===== config.mk =====
export PLATFORM = sky130hd
export DESIGN_NAME = lc3_execute
export DESIGN_NICKNAME = d
export VERILOG_FILES = /design/src/rtl/lc3_execute.sv
export SDC_FILE = /design/constraint.sdc
export NUM_CORES = 1
export LEC_CHECK = 0
export CAP_MARGIN = 20
export CORE_ASPECT_RATIO = 1.1
export CORE_MARGIN = 1.5
export CORE_UTILIZATION = 50
export CTS_BUF_LIST = sky130_fd_sc_hd__clkbuf_4 sky130_fd_sc_hd__clkbuf_8
export CTS_CLUSTER_SIZE = 30
export DETAILED_ROUTE_END_ITERATION = 10
export PLACE_DENSITY = 0.89
export RECOVER_POWER = 100
export SLEW_MARGIN = 20
export SYNTH_ARGS = -nofsm -noshare
export SYNTH_HDL_FRONTEND = slang
export SYNTH_SLANG_ARGS = --single-unit

===== constraint.sdc =====
create_clock -name clock -period 3.7 [get_ports clock]
set_clock_uncertainty 0.1 [all_clocks]
set_input_delay 0.37 -clock clock [delete_from_list [all_inputs] [get_ports clock]]
set_output_delay 0.37 -clock clock [all_outputs]
set_load 0.01 [all_outputs]

===== src/rtl/lc3_execute.sv =====
// LC-3 execute stage: ALU, address adder, condition codes and the pipeline
// register feeding the memory-access and writeback stages.
module lc3_execute #(
  parameter int DW = 16
) (
  input  logic          clock,
  input  logic          reset,
  input  logic          enable_execute,
  input  logic [5:0]    E_control,
  input  logic          Mem_control_in,
  input  logic [1:0]    W_control_in,
  input  logic [DW-1:0] IR,
  input  logic [DW-1:0] npc_in,
  input  logic [DW-1:0] VSR1,
  input  logic [DW-1:0] VSR2,
  input  logic          bypass_alu_1,
  input  logic          bypass_alu_2,
  input  logic          bypass_mem_1,
  input  logic          bypass_mem_2,
  input  logic [DW-1:0] Mem_Bypass_Val,
  output logic [2:0]    sr1,
  output logic [2:0]    sr2,
  output logic [DW-1:0] aluout,
  output logic [DW-1:0] pcout,
  output logic [DW-1:0] M_Data,
  output logic [2:0]    dr,
  output logic [DW-1:0] IR_Exec,
  output logic [2:0]    NZP,
  output logic [1:0]    W_control_out,
  output logic          Mem_control_out
);

  logic [1:0]    alu_control;
  logic [1:0]    pcselect1;
  logic          pcselect2;
  logic          op2select;
  logic [3:0]    opcode;
  logic [DW-1:0] op1, op2, op2_alu;
  logic [DW-1:0] base, offset, addr;
  logic [DW-1:0] alu_res, result;
  logic [2:0]    nzp_next, dr_next;
  logic          alu_op, sets_cc, no_dest;

  assign alu_control = E_control[5:4];
  assign pcselect1   = E_control[3:2];
  assign pcselect2   = E_control[1];
  assign op2select   = E_control[0];
  assign opcode      = IR[15:12];

  assign sr1 = IR[8:6];
  assign sr2 = IR[2:0];

  // ALU forwarding takes priority over memory forwarding
  assign op1 = bypass_alu_1 ? aluout : (bypass_mem_1 ? Mem_Bypass_Val : VSR1);
  assign op2 = bypass_alu_2 ? aluout : (bypass_mem_2 ? Mem_Bypass_Val : VSR2);
  assign op2_alu = op2select ? op2 : {{11{IR[4]}}, IR[4:0]};

  always_comb begin
    offset = '0;
    case (pcselect1)
      2'b00:   offset = {{5{IR[10]}}, IR[10:0]};
      2'b01:   offset = {{7{IR[8]}}, IR[8:0]};
      2'b10:   offset = {{10{IR[5]}}, IR[5:0]};
      default: offset = '0;
    endcase
  end

  assign base = pcselect2 ? npc_in : op1;
  assign addr = base + offset;

  always_comb begin
    alu_res = '0;
    case (alu_control)
      2'b00:   alu_res = op1 + op2_alu;
      2'b01:   alu_res = op1 & op2_alu;
      2'b10:   alu_res = ~op1;
      default: alu_res = op1;
    endcase
  end

  assign alu_op  = (opcode == 4'b0001) || (opcode == 4'b0101) || (opcode == 4'b1001);
  assign sets_cc = alu_op || (opcode == 4'b1110);
  assign no_dest = (opcode == 4'b0000) || (opcode == 4'b0011) || (opcode == 4'b0111) ||
                   (opcode == 4'b1011) || (opcode == 4'b1100);

  assign result  = alu_op ? alu_res : addr;
  assign dr_next = no_dest ? 3'b000 : IR[11:9];

  always_comb begin
    nzp_next = 3'b000;
    if (sets_cc) begin
      if (result[DW-1])       nzp_next = 3'b100;
      else if (result == '0)  nzp_next = 3'b010;
      else                    nzp_next = 3'b001;
    end
  end

  always_ff @(posedge clock or negedge reset) begin
    if (!reset) begin
      aluout          <= '0;
      pcout           <= '0;
      M_Data          <= '0;
      dr              <= '0;
      IR_Exec         <= '0;
      NZP             <= '0;
      W_control_out   <= '0;
      Mem_control_out <= 1'b0;
    end else if (enable_execute) begin
      aluout          <= result;
      pcout           <= addr;
      M_Data          <= op2;
      dr              <= dr_next;
      IR_Exec         <= IR;
      NZP             <= nzp_next;
      W_control_out   <= W_control_in;
      Mem_control_out <= Mem_control_in;
    end
  end

endmodule

==> results of run 1 <==
flip-flops by register name, indices dropped and copies added, names as in the netlist:
signal and flops:
pcout 16, aluout 16, IR_Exec 16, W_control_out 2
NZP 3, M_Data 16, Mem_control_out 1, dr 3
final timing paths:
path	endpoint	cells past startpoint	slack, ns
worst max-delay path	NZP[0]	15	-0.04
worst min-delay path	IR_Exec[14]	1	0.40
worst max register to register	NZP[0]	14	0.07
worst min register to register	IR_Exec[14]	1	0.40
max in group asynchronous	IR_Exec[2]	1	1.89
min in group asynchronous	pcout[11]	1	0.46
power by group:
group / switching (W) / internal [W]
clock network: 0.000347 / 0.000252
registers: 0.000141 / 0.000991
logic: 0.00119 / 0.00135
total: 0.00168 / 0.00259
area by class of cell:
cell class	count	area, um^2	share of cell area
multi-input cells	556	4170	0.444
clock inverters	6	43.8	0.00466
inverters	32	120	0.0128
flip-flops and latches	73	1830	0.194
well taps	154	193	0.0205
repair buffers	324	2910	0.310
clock buffers	10	131	0.0140
synthesized netlist by cell type (all sizes together) (4+ instances only):
master / instances
inv: 32
o21ai: 62
mux2: 66
a21o: 9
xnor2: 26
or2: 5
nor2b: 5
dfrtp: 73
a31oi: 7
and2: 8
clkbuf: 27
a211oi: 7
nand2: 85
o211ai: 6
mux2i: 41
and3: 9
ha: 31
a21oi: 44
nand3: 19
o22ai: 8
nor3: 6
nor2: 40
o211a: 4
nand2b: 6
xor2: 12
buf: 18
per-stage QoR:
step / total power [W] / hold slack [ns] / util / std cells / TNS, ns
after floorplan: 0.00229 / -0.0256 / - / 706 / 0
after global placement: 0.00350 / 0.388 / 0.745 / 1130 / -4.08
after detailed placement: 0.00356 / 0.396 / 0.745 / 1130 / -5.34
after CTS: 0.00422 / 0.0883 / 0.770 / 1148 / 0
after global routing: 0.00451 / 0.428 / 0.784 / 1155 / -0.228
final: 0.00426 / 0.403 / 0.784 / 1155 / -0.0727
kinds of logic after synthesis:
kind of cell             after synthesis  synth area share
AND/OR/NAND/NOR                      198             0.149
flip-flops                            73             0.297
XOR/XNOR                              38            0.0542
multiplexers                         107             0.190
AO/OA/AOI/OAI                        180             0.184
buffers and inverters                 77            0.0548
adder cells (fa/ha/maj)               33            0.0697
routing by layer:
metal	wire, um	global-route usage
met4	1410	0.192
met1	8090	0.386
met2	11200	0.591
met5	0	0
met3	1570	0.0640
what timing repair did:
item	CTS	global route
pin swaps	10	21
endpoints found under the hold margin	0	0
setup buffers	2	7
gates resized for setup	29	36
endpoints found under the setup margin	6	6
==> metrics.log, run 1 <==
INFO  metric std_cell_core_area = 12000 um^2
INFO  metric crit_family = simple AND/OR/NAND/NOR gates
INFO  metric cell_with_the_largest_stage_delay_on_the_worst_path = sky130_fd_sc_hd__or4_4
INFO  metric slew_violations = 74
INFO  metric overall_die_height = 119 um
INFO  metric mappedNetlistArea = between 6000 and 7000 um^2
INFO  metric failing_checks = capacitance limit, slew limit, setup timing
INFO  metric synth_cell_type_count = 67
INFO  metric groute.usage.overall = 0.341
INFO  metric hold_path_startpoint = IR_Exec[14]
INFO  metric synth_top_area_share = 0.297
INFO  metric initial_utilization = 0.513
INFO  metric final_layout_net_count = 1125
INFO  metric place.detailed.hpwl = 16300 um
INFO  metric pin_count_of_the_biggest_net_entering_global_routing = 90
INFO  metric synth.avg_cell_area = slightly below 9 um^2
INFO  metric max_cap_violations = 1
INFO  metric grt_first_pass_wirelength = 34500 um
INFO  metric route.antenna.remaining_nets = 0
INFO  metric clock_pin_slew_on_the_worst_setup_and_hold_paths = 0.08 ns
INFO  metric crit_path_cell_trace = clkdlybuf4s50_1, mux2i_1, o21ai_2, mux2_2, ha_2, inv_1, fa_2, xnor2_2, a22o_1, a31oi_1, nand2_1, or4_4, nor4_4, and3_1, o22ai_1
INFO  metric tritoncts = yes
INFO  metric gp_weighted_congestion = 0.943
INFO  metric library_cell_with_the_largest_summed_area_after_synthesis = sky130_fd_sc_hd__dfrtp_1
INFO  metric power_density = about 450 nW/um^2
INFO  metric setup_cp_type = input port to flip-flop
INFO  metric ys_seq_area_frac = 0.297
INFO  metric detailedPlace.worstSlack = -0.644 ns
INFO  metric clk_root_buffer_cell = sky130_fd_sc_hd__clkbuf_8
INFO  metric tightestPinTransition = just under 2 ns
INFO  metric most_frequent_standard_cell_in_the_layout_excluding_fill_and_tap_cells = sky130_fd_sc_hd__buf_4
INFO  metric num-fill-cells = 778
INFO  metric data_required_critical_path = 3.80 ns
INFO  metric synth.net_count = between 800 and 900
INFO  metric drtIter0Drc = around 430
INFO  metric io_pins = 175
INFO  metric dpl_cell_area = 8930 um^2
INFO  metric final_period_minus_worst_setup_slack = 3.74 ns
INFO  metric dr.pass1.iters = 5
INFO  metric ys_warn_count = 0
INFO  metric routed_wirelength = 22200 um
INFO  metric critical_path.max_fanout = 2
INFO  metric avgViaCountPerCell = about 5.9
INFO  metric synth_area_leaders = sky130_fd_sc_hd__dfrtp_1 30%, sky130_fd_sc_hd__mux2_2 12%, sky130_fd_sc_hd__mux2i_1 6.5%
INFO  metric ys_async_sr_fraction = 1.00
INFO  metric max_stage_delay = 0.57 ns
INFO  metric synthToLayoutAreaGrowth = 53.0%
INFO  metric critical_path_end_type = flip-flop
INFO  metric setup_viol = 2
INFO  metric tritoncts.num_buffers = 9
INFO  metric count_of_flip_flops_with_a_built_in_enable_after_synthesis = 0
INFO  metric clk_latency = 0.37 ns
INFO  metric post-route-period-util = 1.01
INFO  metric worst_hold_path_type = flip-flop to flip-flop
INFO  metric synth-main-ff-cell = sky130_fd_sc_hd__dfrtp_1
INFO  metric timing.critical_path.from = VSR1[0]
INFO  metric port_buffers = 174
INFO  metric ctsHtreeMaxLevel = 3
INFO  metric number_of_antenna_violations_at_the_first_check_in_global_routing = 0
INFO  metric worst_slack = -0.0427 ns
INFO  metric clock_tree.buffer_depth = 2
INFO  metric die_area = approximately 13000 um^2
INFO  metric cp-start-kind = input port
INFO  metric worst-endpoint-arrival = approximately 3.9 ns
INFO  metric most-common-layout-cells = 141 x sky130_fd_sc_hd__buf_4, 85 x sky130_fd_sc_hd__nand2_1, 85 x sky130_fd_sc_hd__clkdlybuf4s50_1, 80 x sky130_fd_sc_hd__dlygate4sd3_1, 73 x sky130_fd_sc_hd__dfrtp_1
INFO  metric outcome = finished with violations
INFO  metric die_width = 109 um
INFO  metric power.ir.vdd_worst = 0.296 mV
INFO  metric detailroute.via_count = 6854
INFO  metric grt_overflow = 0
INFO  metric worstPathBufferInverterCount = 2
INFO  metric synth_cells = 706
INFO  metric hold_violations = 0
INFO  metric cts_sinks = 73
INFO  metric max_clock_freq = 0.267 GHz
INFO  metric drc_errors = 0
INFO  metric row_count = 42
INFO  metric antenna_cells = 0
INFO  metric power.leakage = 4.33 nW
INFO  metric holdBufCountCts = 0
INFO  metric r2r-start = aluout[1]
INFO  metric postSynthRegisterBits = 73
INFO  metric timing.slew.headroom = -0.314
INFO  metric avgRoutedWirePerCell = slightly below 20 um
INFO  metric first_global_vias = approximately 7100
INFO  metric postLayoutCellArea = around 9400 um^2
INFO  metric drive_above_1_share = 0.278
No activity file was read; power rests on OpenSTA's default activity.
==> run 2, diff against run 1 <==
--- a/config.mk
+++ b/config.mk
@@ -12,6 +12,7 @@
 export CTS_BUF_LIST = sky130_fd_sc_hd__clkbuf_4 sky130_fd_sc_hd__clkbuf_8
 export CTS_CLUSTER_SIZE = 30
 export DETAILED_ROUTE_END_ITERATION = 10
+export MAX_ROUTING_LAYER = met4
 export PLACE_DENSITY = 0.89
 export RECOVER_POWER = 100
 export SLEW_MARGIN = 20
==> metrics.log, run 2 (same netlist as run 1, synthesis figures left out) <==
INFO  metric worst-endpoint-arrival = approximately 4.0 ns
INFO  metric cts_sinks = 73
INFO  metric r2r-start = aluout[0]
INFO  metric clock_tree.buffer_depth = 2
INFO  metric power_density = approximately 470 nW/um^2
INFO  metric power.ir.vdd_worst = between 0.4 and 0.5 mV
INFO  metric slew_violations = 74
INFO  metric routed_wirelength = 23300 um
INFO  metric die_width = 109 um
INFO  metric dr.pass1.iters = 6
INFO  metric setup_viol = 2
INFO  metric drtIter0Drc = between 500 and 600
INFO  metric place.detailed.hpwl = 16600 um
INFO  metric outcome = finished with violations
INFO  metric cp-start-kind = input port
INFO  metric final_layout_net_count = 1119
INFO  metric detailedPlace.worstSlack = -0.666 ns
INFO  metric clk_latency = about 0.37 ns
INFO  metric first_global_vias = 7067
INFO  metric num-fill-cells = 784
INFO  metric critical_path.max_fanout = 4
INFO  metric clock_pin_slew_on_the_worst_setup_and_hold_paths = 0.08 ns
INFO  metric max_cap_violations = 1
INFO  metric grt_first_pass_wirelength = 35400 um
INFO  metric failing_checks = capacitance limit, slew limit, setup timing
INFO  metric detailroute.via_count = 6899
INFO  metric critical_path_end_type = flip-flop
INFO  metric overall_die_height = 119 um
INFO  metric instances_no_fill = 1149
INFO  metric die_area = around 13000 um^2
INFO  metric number_of_antenna_violations_at_the_first_check_in_global_routing = 0
INFO  metric final_util = 0.783
INFO  metric post-route-period-util = 1.05
INFO  metric synthToLayoutAreaGrowth = 52.7%
INFO  metric antenna_cells = 0
INFO  metric gp_weighted_congestion = 0.996
INFO  metric setup_cp_type = input port to flip-flop
INFO  metric worst_hold_path_type = flip-flop to flip-flop
INFO  metric row_count = 42
INFO  metric setup-tns-final = -0.298 ns
INFO  metric timing.slew.headroom = -0.291
INFO  metric std_cell_core_area = 12000 um^2
INFO  metric ctsHtreeMaxLevel = 3
INFO  metric hold_path_startpoint = M_Data[9]
INFO  metric max_clock_freq = 0.258 GHz
INFO  metric final_period_minus_worst_setup_slack = 3.88 ns
INFO  metric io_pins = 175
INFO  metric drc_errors = 0
INFO  metric rsz0062_at_grt = true
INFO  metric port_buffers = ~170
INFO  metric drive_above_1_share = 0.274
INFO  metric groute.usage.overall = 0.364
INFO  metric most-common-layout-cells = 166 x sky130_fd_sc_hd__clkdlybuf4s50_1, 140 x sky130_fd_sc_hd__buf_4, 85 x sky130_fd_sc_hd__nand2_1, 73 x sky130_fd_sc_hd__dfrtp_1, 64 x sky130_fd_sc_hd__mux2_2
INFO  metric pin_count_of_the_biggest_net_entering_global_routing = 90
INFO  metric dpl_cell_area = approximately 8900 um^2
INFO  metric data_required_critical_path = 3.82 ns
INFO  metric worst_slack = -0.180 ns
INFO  metric route.antenna.remaining_nets = 0
INFO  metric tritoncts = yes
INFO  metric power.leakage = approximately 4.3 nW
INFO  metric most_frequent_standard_cell_in_the_layout_excluding_fill_and_tap_cells = sky130_fd_sc_hd__clkdlybuf4s50_1
INFO  metric avgViaCountPerCell = 6.00
INFO  metric postLayoutCellArea = between 9000 and 10000 um^2
INFO  metric min_path_cells = 1
INFO  metric reg2reg_slack = -0.05 ns
INFO  metric initial_utilization = 0.513
INFO  metric hold_violations = 0
INFO  metric tightestPinTransition = 1.94 ns
INFO  metric r2r_cells = 15
INFO  metric avgRoutedWirePerCell = 20.3 um
INFO  metric regToRegEndpoint = NZP[0]
INFO  metric holdBufCountCts = 0
INFO  metric placedCellCount = 1128
INFO  metric worst_hold_path.endpoint = M_Data[9]
INFO  metric clk_root_buffer_cell = sky130_fd_sc_hd__clkbuf_8
INFO  metric grt_overflow = 0
INFO  metric tritoncts.num_buffers = 9
-- run 2: cell count changes in the layout (fill, tap and decap cells not counted), sizes merged --
cell	change
clkbuf	-1
clkinv	+1
clkdlybuf4s15	+1
clkdlybuf4s50	+81
dlymetal6s2s	-1
clkinvlp	-2
bufinv	+1
buf	-6
dlygate4sd3	-80
-- run 2: per-layer routing --
metal,global-route usage,up-vias,part of all wire
li1,-,3098,-
met1,0.401,3262,0.37
met2,0.624,407,0.50
met3,0.0525,132,0.064
met4,0.197,0,0.065
met5,-,-,0
-- run 2: worst max path at each step --
stage            startpoint  depth (start not counted)     end
2_1_floorplan  bypass_mem_2                         16  NZP[0]
3_3_place_gp   bypass_mem_2                         15  NZP[0]
3_5_place_dp   bypass_mem_1                         16  NZP[0]
4_1_cts        bypass_alu_1                         14  NZP[0]
5_1_grt        bypass_mem_2                         16  NZP[0]
6_report       bypass_mem_2                         16  NZP[0]
-- run 2: where the power goes --
| group | switching [W] | leakage, nW | internal [W] |
|---|---|---|---|
| clock | 0.000340 | 0.0963 | 0.000321 |
| sequential | 0.000155 | 0.863 | 0.000992 |
| combinational | 0.00122 | 3.31 | 0.00141 |
| total | 0.00171 | 4.27 | 0.00272 |
-- run 2: repair_timing --
item / 4_1_cts / 5_1_grt
resized for setup: 24 / 33
setup buffers: 2 / 3
endpoints found under the setup margin: 4 / 8
cloned: 0 / 0
pin swaps: 9 / 12
-- run 2: critical path, stage by stage --
cell and delay (ns):
sky130_fd_sc_hd__clkdlybuf4s15_1 0.33, sky130_fd_sc_hd__mux2i_1 0.28, sky130_fd_sc_hd__o21ai_1 0.14, sky130_fd_sc_hd__mux2_4 0.29, sky130_fd_sc_hd__ha_4 0.17, sky130_fd_sc_hd__fa_2 0.39, sky130_fd_sc_hd__buf_4 0.15, sky130_fd_sc_hd__xnor2_2 0.13
sky130_fd_sc_hd__o21ai_1 0.08, sky130_fd_sc_hd__a22o_1 0.19, sky130_fd_sc_hd__a31oi_2 0.19, sky130_fd_sc_hd__nand2_1 0.13, sky130_fd_sc_hd__or4_4 0.59, sky130_fd_sc_hd__nor4_4 0.30, sky130_fd_sc_hd__and3_1 0.19, sky130_fd_sc_hd__o22ai_1 0.06
-- run 2: final cells by class --
type	count	area (um^2)	share of cell area
Multi-Input combinational cell	556	4190	0.446
Timing Repair Buffer	318	2850	0.304
Sequential cell	73	1830	0.195
Tap cell	154	193	0.0205
Clock buffer	10	131	0.0140
Inverter	32	120	0.0128
Clock inverter	6	67.6	0.00721
-- run 2: per-stage QoR --
step	hold WS [ns]	total power (W)
2_1_floorplan	-0.0256	0.00229
3_3_place_gp	0.388	0.00349
3_5_place_dp	0.396	0.00356
4_1_cts	0.0796	0.00428
5_1_grt	0.434	0.00466
6_report	0.412	0.00444
==> run 3, diff against run 2 <==
--- a/config.mk
+++ b/config.mk
@@ -15,6 +15,7 @@
 export MAX_ROUTING_LAYER = met4
 export PLACE_DENSITY = 0.89
 export RECOVER_POWER = 100
+export SKIP_LAST_GASP = 1
 export SLEW_MARGIN = 20
 export SYNTH_ARGS = -nofsm -noshare
 export SYNTH_HDL_FRONTEND = slang
==> results of run 3 <==
The final DEF is identical to that of run 2; final timing and power are the same.
